File: config.mk
export PLATFORM = sky130hd
export DESIGN_NAME = palette_lookup_arbiter
export DESIGN_NICKNAME = d
export VERILOG_FILES = /design/src/rtl/sprite_pkg.sv /design/src/rtl/palette_lookup_arbiter_rr_arbiter.sv /design/src/rtl/palette_lookup_arbiter.sv
export SDC_FILE = /design/constraint.sdc
export NUM_CORES = 1
export LEC_CHECK = 0
export BUFFER_PORTS_ARGS = -buffer_cell sky130_fd_sc_hd__buf_2
export CAP_MARGIN = 15
export CORE_MARGIN = 2
export CORE_UTILIZATION = 45
export CTS_CLUSTER_SIZE = 20
export DETAILED_ROUTE_END_ITERATION = 8
export HOLD_SLACK_MARGIN = 0.03
export PLACE_DENSITY = 0.74
export SLEW_MARGIN = 30
export SYNTH_ARGS = -nofsm -noshare
export SYNTH_HDL_FRONTEND = slang
export SYNTH_SLANG_ARGS = --single-unit
File: constraint.sdc
create_clock -name i_clk -period 2.2 [get_ports i_clk]
set_input_delay 0.44 -clock i_clk [delete_from_list [all_inputs] [get_ports i_clk]]
set_output_delay 0.44 -clock i_clk [all_outputs]
set_load 0.02 [all_outputs]
File: src/rtl/sprite_pkg.sv
// Shared sprite palette types and widths for the sprite pixel path.
package sprite_pkg;

    localparam int unsigned IDX_W          = 4;
    localparam int unsigned COLOR_W        = 4;
    localparam int unsigned TRANSP_IDX     = 0;
    localparam int unsigned NUM_SPRITE_REQ = 4;

    typedef struct packed {
        logic [COLOR_W-1:0] red;
        logic [COLOR_W-1:0] green;
        logic [COLOR_W-1:0] blue;
    } rgb_t;

    typedef enum logic [1:0] {
        REQ_PLAYER    = 2'd0,
        REQ_ENEMY     = 2'd1,
        REQ_AMMO      = 2'd2,
        REQ_EXPLOSION = 2'd3
    } req_id_t;

endpackage

File: src/rtl/palette_lookup_arbiter_rr_arbiter.sv
// Round-robin grant over NUM_REQ requesters; the pointer moves past the winner on each accept.
module rr_arbiter #(
    parameter  int unsigned NUM_REQ = 4,
    localparam int unsigned ID_W    = $clog2(NUM_REQ)
) (
    input  logic               i_clk,
    input  logic               i_rst,
    input  logic [NUM_REQ-1:0] i_req_valid,
    input  logic               i_advance,
    output logic               o_any_valid_c,
    output logic [ID_W-1:0]    o_grant_c
);

    logic [ID_W-1:0] r_ptr;
    logic [ID_W-1:0] w_hi_id;
    logic [ID_W-1:0] w_lo_id;
    logic            w_hi_found;

    // Lowest valid at/above the pointer wins; otherwise wrap to the lowest valid overall.
    always_comb begin
        w_hi_id    = '0;
        w_lo_id    = '0;
        w_hi_found = 1'b0;
        for (int r = int'(NUM_REQ) - 1; r >= 0; r--) begin
            if (i_req_valid[r]) begin
                w_lo_id = ID_W'(r);
                if (ID_W'(r) >= r_ptr) begin
                    w_hi_id    = ID_W'(r);
                    w_hi_found = 1'b1;
                end
            end
        end
    end

    assign o_any_valid_c = |i_req_valid;
    assign o_grant_c     = w_hi_found ? w_hi_id : w_lo_id;

    always_ff @(posedge i_clk or posedge i_rst) begin
        if (i_rst) begin
            r_ptr <= '0;
        end else if (i_advance && o_any_valid_c) begin
            r_ptr <= (o_grant_c == ID_W'(NUM_REQ - 1)) ? '0 : o_grant_c + ID_W'(1);
        end
    end

endmodule

File: src/rtl/palette_lookup_arbiter.sv
// Time-shares one combinational sprite palette between several requesters through a
// two-stage pipeline (index register, then captured colour) with full backpressure.
module palette_lookup_arbiter #(
    parameter  int unsigned NUM_REQ    = sprite_pkg::NUM_SPRITE_REQ,
    parameter  int unsigned TRANSP_IDX = sprite_pkg::TRANSP_IDX,
    localparam int unsigned ID_W       = $clog2(NUM_REQ)
) (
    input  logic                                     i_clk,
    input  logic                                     i_reset,
    input  logic [NUM_REQ-1:0]                       i_req_valid,
    input  logic [NUM_REQ*sprite_pkg::IDX_W-1:0]     i_req_index,
    output logic [NUM_REQ-1:0]                       o_req_ready,
    output logic [sprite_pkg::IDX_W-1:0]             o_pal_index,
    input  logic [sprite_pkg::COLOR_W-1:0]           i_pal_red,
    input  logic [sprite_pkg::COLOR_W-1:0]           i_pal_green,
    input  logic [sprite_pkg::COLOR_W-1:0]           i_pal_blue,
    output logic                                     o_rsp_valid,
    input  logic                                     i_rsp_ready,
    output logic [ID_W-1:0]                          o_rsp_id,
    output logic [sprite_pkg::COLOR_W-1:0]           o_rsp_red,
    output logic [sprite_pkg::COLOR_W-1:0]           o_rsp_green,
    output logic [sprite_pkg::COLOR_W-1:0]           o_rsp_blue,
    output logic                                     o_rsp_transparent
);

    import sprite_pkg::*;

    logic             w_adv1;
    logic             w_adv2;
    logic             w_any_valid;
    logic [ID_W-1:0]  w_grant;
    logic [IDX_W-1:0] w_sel_index;

    logic             r_s1_valid;
    logic [ID_W-1:0]  r_s1_id;
    logic [IDX_W-1:0] r_s1_index;

    logic             r_s2_valid;
    logic [ID_W-1:0]  r_s2_id;
    rgb_t             r_s2_rgb;
    logic             r_s2_transp;

    assign w_adv2 = !r_s2_valid || i_rsp_ready;
    assign w_adv1 = !r_s1_valid || w_adv2;

    rr_arbiter #(
        .NUM_REQ (NUM_REQ)
    ) u_rr_arbiter (
        .i_clk         (i_clk),
        .i_rst         (i_reset),
        .i_req_valid   (i_req_valid),
        .i_advance     (w_adv1),
        .o_any_valid_c (w_any_valid),
        .o_grant_c     (w_grant)
    );

    // One-hot ready to the winner only, and only when stage 1 can take it.
    always_comb begin
        o_req_ready = '0;
        w_sel_index = '0;
        for (int r = 0; r < int'(NUM_REQ); r++) begin
            if (ID_W'(r) == w_grant) begin
                o_req_ready[r] = w_any_valid && w_adv1 && !i_reset;
                w_sel_index    = i_req_index[r*IDX_W +: IDX_W];
            end
        end
    end

    // Stage 1 drives the palette address.
    always_ff @(posedge i_clk or posedge i_reset) begin
        if (i_reset) begin
            r_s1_valid <= 1'b0;
            r_s1_id    <= '0;
            r_s1_index <= '0;
        end else if (w_adv1) begin
            r_s1_valid <= w_any_valid;
            r_s1_id    <= w_grant;
            r_s1_index <= w_sel_index;
        end
    end

    // Stage 2 captures the palette's combinational colour for the compositor.
    always_ff @(posedge i_clk or posedge i_reset) begin
        if (i_reset) begin
            r_s2_valid  <= 1'b0;
            r_s2_id     <= '0;
            r_s2_rgb    <= '0;
            r_s2_transp <= 1'b0;
        end else if (w_adv2) begin
            r_s2_valid     <= r_s1_valid;
            r_s2_id        <= r_s1_id;
            r_s2_rgb.red   <= i_pal_red;
            r_s2_rgb.green <= i_pal_green;
            r_s2_rgb.blue  <= i_pal_blue;
            r_s2_transp    <= (r_s1_index == IDX_W'(TRANSP_IDX));
        end
    end

    assign o_pal_index       = r_s1_index;
    assign o_rsp_valid       = r_s2_valid;
    assign o_rsp_id          = r_s2_id;
    assign o_rsp_red         = r_s2_rgb.red;
    assign o_rsp_green       = r_s2_rgb.green;
    assign o_rsp_blue        = r_s2_rgb.blue;
    assign o_rsp_transparent = r_s2_transp;

endmodule

After elaboration in Yosys (flattened, before gate mapping)
Cells that the tools add are included.
Word-level totals
  input bits: 35
  bits in registers: 25
Cells by class
  reduce and logical (&&, ||, !) cells: 10
  add/sub/neg operators: 1
  magnitude comparators: 4
  multiplexer cells: 30
  equal/unequal tests: 4
Operators by type and width (count)
  2-to-1 mux 2 bit: 14
  2-to-1 mux 4 bit: 4
  2-to-1 mux 1 bit: 12
  equality test 2 bit, first input constant: 2
  greater-or-equal comparator 1 x 2 -> 1 bit, first input constant: 2
  greater-or-equal comparator 2 bit, first input constant: 2
  logical NOT 4 bit: 1
  OR reduction 4 bit: 1
  logical NOT 1 bit: 3
  adder 2 x 1 -> 2 bit, second input constant: 1
  equality test 1 x 2 -> 1 bit, first input constant: 1
  equality test 2 bit, second input constant: 1
  logical AND 1 bit: 2
  logical NOT 2 bit: 1
  logical OR 1 bit: 2

Logic depth before layout (Yosys ltp)
Gate-level depths: netlist of the first run.
  word-level depth: 15
  depth in mapped cells: 10
  gate-level depth less buffers: 9

Cells and area by module
From an unflattened synthesis of the first run, not the netlist that was laid out.
Unflattened totals
  cells, all modules: 87
  area, all modules: 1223.7 um2
By module, submodules not included
  palette_lookup_arbiter: seq. area each 575.6 um2, cells each 65, times used 1, area an instance 1028.5 um2
  rr_arbiter: seq. area each 50.0 um2, cells each 22, times used 1, area an instance 195.2 um2

Least setup slack after synthesis of the first run
No wires, ideal clock.
  path kind: flip-flop to output port
  from: reg u_rr_arbiter.r_ptr[1]
  to: out o_req_ready[3]
  setup slack: 0.199 ns
  data arrival time: 1.561 ns
  data required time: 1.760 ns
  buffers on the path: 1
  stages on the path, launching flop included: 7
  cells stage by stage: dfrtp_1 -> mux2i_1 -> o22ai_2 -> nor2_2 -> ha_1 -> clkbuf_1 -> and2_1
Between the ends
  word-level cells in the longest chain between the ends: 12
Ends and longest elaborated chain
  start, declared: line palette_lookup_arbiter_rr_arbiter.sv:14  | logic [ID_W-1:0] r_ptr;
  start signal, assigned: line palette_lookup_arbiter_rr_arbiter.sv:42  | r_ptr <= (o_grant_c == ID_W'(NUM_REQ - 1)) ? '0 : o_grant_c + ID_W'(1);
  greater-or-equal comparator 2 bit: line palette_lookup_arbiter_rr_arbiter.sv:27  | if (ID_W'(r) >= r_ptr) begin
  2-to-1 mux 2 bit or 2-to-1 mux 1 bit (tied branches): line palette_lookup_arbiter_rr_arbiter.sv:27
  2-to-1 mux 2 bit or 2-to-1 mux 1 bit (tied branches): line palette_lookup_arbiter_rr_arbiter.sv:25  | if (i_req_valid[r]) begin
  2-to-1 mux 2 bit or 2-to-1 mux 1 bit (tied branches): line palette_lookup_arbiter_rr_arbiter.sv:27
  2-to-1 mux 2 bit or 2-to-1 mux 1 bit (tied branches): line palette_lookup_arbiter_rr_arbiter.sv:25
  2-to-1 mux 2 bit or 2-to-1 mux 1 bit (tied branches): line palette_lookup_arbiter_rr_arbiter.sv:27
  2-to-1 mux 2 bit or 2-to-1 mux 1 bit (tied branches): line palette_lookup_arbiter_rr_arbiter.sv:25
  2-to-1 mux 2 bit or 2-to-1 mux 1 bit (tied branches): line palette_lookup_arbiter_rr_arbiter.sv:27
  2-to-1 mux 2 bit or 2-to-1 mux 1 bit (tied branches): line palette_lookup_arbiter_rr_arbiter.sv:25
  2-to-1 mux 2 bit (*): line palette_lookup_arbiter_rr_arbiter.sv:36  | assign o_grant_c = w_hi_found ? w_hi_id : w_lo_id;
  net u_rr_arbiter.o_grant_c[0]: line palette_lookup_arbiter_rr_arbiter.sv:11  | output logic [ID_W-1:0] o_grant_c
  equality test 2 bit (*): line palette_lookup_arbiter.sv:62  | if (ID_W'(r) == w_grant) begin
  2-to-1 mux 1 bit (*): line palette_lookup_arbiter.sv:62
  end, declared: line palette_lookup_arbiter.sv:12  | output logic [NUM_REQ-1:0] o_req_ready,
Mark *: on every way through the listed nets, which the timed path passes. The rest lies on a longest branch.

Final worst setup path of the first run
Ends and elaborated chain as after synthesis.

==> impl_metrics.json, run 1 <==
{
  "cp.arrival_ns": 1.78,
  "place.gp.congestion": 0.725,
  "whs_ns": 0.176,
  "grtUsageTotal_pct": 17.6,
  "ir_drop_uv": 559,
  "antenna_found_initial": 0,
  "fin_crit_ns": 2.22,
  "root_buffer": "clkbuf_4",
  "slew_viol_final": 0,
  "dr.max_layer_used": "met4",
  "routed_wl_mm": 2.72,
  "avgSynthCellArea_um2": 11.4,
  "maxCapViolCount": 0,
  "yosys-top-cells-area": "dfrtp_1, mux2_2, ha_1",
  "synth_top_area_share_pct": 49.9,
  "ys_ff_latch": 25,
  "synth_common_cells": "dfrtp_1, mux2_2, inv_1",
  "cp.required_ns": 1.76,
  "p_leak_nw": 0.869,
  "first_global_vias": 1013,
  "overflow": 0,
  "area_growth_pct": 42.6,
  "layout.nets": 219,
  "cts_tree": "built",
  "hold_path_class": "in2async",
  "detail-route-antenna-nets": 0,
  "ctsHtreeMaxLevel": 1,
  "fill_cells": 221,
  "pin_count": 59,
  "initial_utilization_pct": 46.3,
  "ys_seq_area_share_pct": 49.9,
  "synth.most_common_cell": "dfrtp_1",
  "fin_cells": 210,
  "path_buf_inv": 2,
  "power_density_mw_per_mm2": 932,
  "netlist_instances": 110,
  "status": "complete, but fails checks",
  "numCtsBuffers": 3,
  "place_hpwl_mm": 1.94,
  "fin_tns_setup_ns": -0.0515,
  "period_share_pct": 101,
  "setup_ws_ns": -0.0200,
  "cts_sinks": 25,
  "die_y_um": 56.8,
  "max_stage_delay_ns": 0.44,
  "end_kind": "primary output",
  "cp_top_family": "flip-flops",
  "grt_max_degree": 26,
  "wl_met3_um": 218,
  "worstPathMaxFanout": 5,
  "insertion_delay_ns": 0.31,
  "r2r_slack_ns": 0.13,
  "dp_cells": 199,
  "ys.flop_type": "dfrtp_1",
  "cts_hold_buf": 0,
  "violations": "negative setup slack",
  "avgViaCountPerCell": 5.05,
  "rsz0062_at_grt": "yes",
  "max_freq_ghz": 0.450,
  "setup_violations": 3,
  "met2WireLength_mm": 1.30,
  "antennaDiodeCount": 0,
  "multiInputGateArea_um2": 657,
  "fin_util_pct": 66.0,
  "die_area_mm2": 0.00323,
  "crit_slowest_cell": "dfrtp_2",
  "syn_area_mm2": 0.00125,
  "start_kind": "flop",
  "port_buffers": 58,
  "drc": 0,
  "path_cells": "mux2i_1 > o22ai_2 > nor2_4 > buf_4 > ha_4 > and2_4 > buf_6",
  "wl_per_cell_um": 12.9,
  "die_w_um": 56.8,
  "cts.path.max_buffers": 2,
  "synth-edff-count": 0,
  "grt_pass1_wl_mm": 4.53,
  "finalClockSkew_ns": 0.00809,
  "row_count": 19,
  "synth.distinct_cells": 27,
  "drive_gt1_share_pct": 60.9,
  "worst_pin_slew_ns": 0.703,
  "syn_nets": 149,
  "drtIter0Drc": 23,
  "drt_pass1_iterations": 4,
  "m1WireLength_mm": 1.17,
  "yosys.area.top_type": "dfrtp_1",
  "vias": 1060,
  "core_mm2": 0.00271,
  "async_flop_share_pct": 100,
  "relSlewSlack_pct": 53.1,
  "clk_pin_slew_ns": 0.13,
  "register_area_um2": 627,
  "worstSetupPathType": "reg2out",
  "hold_viol": 0,
  "yosysWarningCount": 0
}
==> registers in the layout, indices dropped and copies added (netlist names) <==
| name | count |
|---|---|
| o_pal_index | 4 |
| o_rsp_id | 2 |
| o_rsp_transparent | 1 |
| o_rsp_valid | 1 |
| o_rsp_green | 4 |
| r_s1_id | 2 |
| r_s1_valid | 1 |
| u_rr_arbiter.r_ptr | 2 |
| o_rsp_blue | 4 |
| o_rsp_red | 4 |
==> worst min-delay path: cells and delay by family <==
kind | cells | cell delay (ns)
buffers and inverters | 3 | 0.46
==> power by group <==
part	switching (W)	total [W]	internal [W]
clock network	0.000129	0.000197	0.0000678
registers	0.0000724	0.000641	0.000568
logic	0.000432	0.000830	0.000398
==> cells in the final DEF (no fill, tap or decap), types with 2 or more instances in the layout <==
cell and instances:
dfrtp_1 24, mux2i_1 2, buf_6 4, inv_1 7, inv_2 2, clkbuf_4 3, a31oi_1 3, buf_4 12
a21oi_1 5, and2_4 4, mux2_2 15, buf_2 54, a221oi_1 2, nand2b_1 3, nor2_1 5, nand2_1 8
o21ai_0 2, a21oi_2 2, ha_4 4, a211o_1 3
==> layout make-up <==
cell class	count	area share [%]
well taps	31	2.17
flip-flops and latches	25	35.0
multi-input cells	71	36.7
repair buffers	70	22.7
clock buffers	3	1.26
clock inverters	1	0.280
inverters	9	1.89
==> cells by family after synthesis <==
family / count (synthesis) / synth area share [%]
and+or+nand+nor: 26 / 10.8
DFF: 25 / 49.9
AOI/OAI and AO/OA: 24 / 15.3
muxes: 17 / 15.1
buffers and inverters: 14 / 5.08
adders and majority gates: 4 / 3.99
==> routing by layer <==
metal	GRT usage (%)	vias up
met5	0	-
met4	7.31	0
met3	3.00	4
met2	29.1	51
met1	22.7	482
li1	-	523
==> what timing repair did <==
item                                    in CTS  in global routing
pin swaps                                    8                  4
gates resized for setup                     20                  9
endpoints found under the setup margin       4                  6
setup buffers                                3                  4
==> through the flow <==
| stage | instance area (um^2) | power, W | worst slack, ns |
|---|---|---|---|
| 6_report | 1790 | 0.00167 | -0.0200 |
| 5_1_grt | 1790 | 0.00179 | -0.130 |
| 4_1_cts | 1720 | 0.00160 | -0.0752 |
| 3_5_place_dp | 1590 | 0.00129 | 0.000574 |
| 3_3_place_gp | 1590 | 0.00127 | 0.0975 |
| 2_1_floorplan | 1250 | 0.00107 | 0.199 |
==> final timing paths <==
| kind | end | cells after the start | from |
|---|---|---|---|
| hold / removal | r_s1_id[0] | 3 | i_reset |
| hold reg to reg | o_rsp_valid | 1 | r_s1_valid |
| setup reg to reg | o_pal_index[1] | 10 | u_rr_arbiter.r_ptr[1] |
| max in group asynchronous | u_rr_arbiter.r_ptr[1] | 3 | i_reset |
| setup / recovery | o_req_ready[3] | 7 | u_rr_arbiter.r_ptr[1] |
| min in group i_clk | o_rsp_blue[3] | 2 | i_pal_blue[3] |
No activity file was read; power rests on OpenSTA's default activity.
==> inputs of run 2 (changes only) <==
Settings changed: ABC_AREA from default to 1.
==> run 2 against run 1 <==
  * The flow still finishes with violations (negative setup slack)
  * Flip-flop and latch count stayed put
  * Clock skew is 0.0018 ns lower
  * Setup slack worse by 0.12 ns
  * Clock power is 7% higher
  * Sequential share of layout area is 1.9 points lower
  * Die area is 0.46% higher
  * Combinational power is 30% higher
  * Critical path type unchanged
  * Largest cell class unchanged
  * Largest power group unchanged
==> impl_metrics.json, run 2 <==
{
  "pin_count": 59,
  "synth_top_area_share_pct": 49.6,
  "row_count": 19,
  "fin_crit_ns": 2.34,
  "core_mm2": 0.00271,
  "layout.nets": 285,
  "routed_wl_mm": 3.50,
  "fill_cells": 231,
  "avgSynthCellArea_um2": 7.60,
  "relSlewSlack_pct": 79.0,
  "port_buffers": 58,
  "place_hpwl_mm": 2.05,
  "hold_viol": 0,
  "clk_pin_slew_ns": 0.14,
  "yosys-top-cells-area": "dfrtp_1, nand2_1, o21ai_0",
  "end_kind": "primary output",
  "use_met3_pct": 3.85,
  "worstPathMaxFanout": 4,
  "slew_viol_final": 0,
  "synth_common_cells": "nand2_1, dfrtp_1, o21ai_0",
  "drt_pass1_iterations": 4,
  "status": "complete, but fails checks",
  "setup_ws_ns": -0.142,
  "detail-route-antenna-nets": 0,
  "maxCapViolCount": 0,
  "drc": 0,
  "ys_seq_area_share_pct": 49.6,
  "rsz0062_at_grt": "yes",
  "synth.most_common_cell": "nand2_1",
  "cts.path.max_buffers": 2,
  "setup_violations": 4,
  "syn_nets": 205,
  "finalClockSkew_ns": 0.00625,
  "area_growth_pct": 50.2,
  "worst_pin_slew_ns": 0.315,
  "use_met1_pct": 24.0,
  "layout_commonest_cell": "nand2_1",
  "mostFrequentLayoutCells": "nand2_1, buf_2, dfrtp_1",
  "fin_util_pct": 69.9,
  "cts_sinks": 25,
  "cp.required_ns": 1.76,
  "synth-edff-count": 0,
  "place.gp.congestion": 0.791,
  "p_leak_nw": 1.04,
  "grt_busiest_layer": "met2",
  "netlist_instances": 166,
  "power.total_w": 0.00198,
  "worstSetupPathType": "reg2out",
  "grt_pass1_wl_mm": 4.89,
  "period_share_pct": 106,
  "ir_drop_uv": 737,
  "max_freq_ghz": 0.427,
  "path_cells": "nor2_4 > nor2_2 > a21oi_2 > nand2_4 > inv_4 > ha_4 > inv_4 > nor2_4 > buf_6",
  "cp_top_family": "flip-flops",
  "violations": "negative setup slack",
  "ys_ff_latch": 25,
  "syn_area_mm2": 0.00126,
  "hold_path_class": "in2async",
  "cts_tree": "built",
  "yosysWarningCount": 0,
  "grt_max_degree": 26,
  "ys.flop_type": "dfrtp_1",
  "cts_hold_buf": 0,
  "vias": 1356,
  "avgViaCountPerCell": 4.91,
  "async_flop_share_pct": 100,
  "cp.arrival_ns": 1.90,
  "max_stage_delay_ns": 0.49,
  "drtIter0Drc": 39,
  "die_w_um": 56.9,
  "power_density_mw_per_mm2": 1050,
  "synth.distinct_cells": 17,
  "crit_slowest_cell": "dfrtp_2",
  "start_kind": "flop",
  "antenna_found_initial": 0,
  "grtUsageTotal_pct": 19.1,
  "initial_utilization_pct": 46.5,
  "ctsHtreeMaxLevel": 1,
  "yosys.area.top_type": "dfrtp_1",
  "root_buffer": "clkbuf_4",
  "overflow": 0,
  "first_global_vias": 1182,
  "drive_gt1_share_pct": 45.3,
  "antennaDiodeCount": 0,
  "met2_usage_pct": 32.7,
  "insertion_delay_ns": 0.32,
  "numCtsBuffers": 3,
  "die_y_um": 56.9,
  "die_area_mm2": 0.00324,
  "wl_per_cell_um": 12.7,
  "path_buf_inv": 3
}
==> run 2: worst paths after layout <==
kind | slack, ns | to | startpoint | cells after the start
min | 0.18 | o_pal_index[2] | i_reset | 3
min in group i_clk | 0.30 | o_rsp_red[0] | i_pal_red[0] | 3
max in group asynchronous | 1.75 | u_rr_arbiter.r_ptr[0] | i_reset | 3
min reg2reg | 0.49 | o_rsp_id[1] | r_s1_id[1] | 2
max reg2reg | 0.02 | r_s1_id[0] | u_rr_arbiter.r_ptr[1] | 14
max | -0.14 | o_req_ready[3] | u_rr_arbiter.r_ptr[1] | 9
==> run 2: cell families (layout without fill, tap and decap cells) <==
logic type	after synthesis	count (layout)	synth area share, %
AND/OR/NAND/NOR	100	100	32.2
AO/OA/AOI/OAI	21	21	8.93
adder cells (fa/ha/maj)	4	4	3.97
buffers and inverters	16	95	5.26
flip-flops	25	25	49.6
==> run 2: area by class of cell <==
cell class / instances / area (um^2) / area share, %
clock buffer: 3 / 22.5 / 1.19
multi-input combinational: 125 / 678 / 35.8
inverter: 13 / 53.8 / 2.84
timing repair buffer: 78 / 465 / 24.6
sequential: 25 / 628 / 33.2
tap: 31 / 38.8 / 2.05
clock inverter: 1 / 7.51 / 0.396
==> run 2: per-stage QoR <==
step | cell area (um^2) | setup TNS (ns) | hold slack [ns] | std cells | worst slack (ns)
5_1_grt | 1890 | -0.850 | 0.213 | 276 | -0.227
3_3_place_gp | 1620 | 0 | 0.458 | 258 | 0.178
6_report | 1890 | -0.453 | 0.183 | 276 | -0.142
3_5_place_dp | 1620 | 0 | 0.462 | 258 | 0.149
4_1_cts | 1750 | -0.0000792 | 0.195 | 273 | -0.0000792
2_1_floorplan | 1260 | 0 | 0.442 | 166 | 0.205
==> run 2: metal layers <==
metal | vias to the layer above | share of wire [%]
met5 | - | 0
met4 | 0 | 4.2
met3 | 13 | 7.5
met2 | 67 | 51
met1 | 602 | 37
li1 | 674 | -
==> run 2: worst reg2reg max path, stage by stage, from the launching register on <==
cell and delay (ns):
dfrtp_2 0.48, nand2_4 0.08, a21oi_4 0.16, nand3_2 0.15, buf_6 0.15, buf_4 0.11, buf_4 0.12, buf_4 0.13
buf_4 0.13, buf_6 0.11, buf_6 0.11, buf_4 0.13, buf_4 0.13, nand3_2 0.05, nand2_1 0.05
==> run 2: timing repair <==
action,CTS,global route
resized for setup,8,32
buffers inserted,11,4
pin swaps,3,12
endpoints found under the setup margin,3,5
==> run 2: where the power goes <==
| part | switching (W) | internal (W) |
|---|---|---|
| clock | 0.000141 | 0.0000695 |
| sequential | 0.000102 | 0.000589 |
| combinational | 0.000630 | 0.000451 |
| total | 0.000874 | 0.00111 |
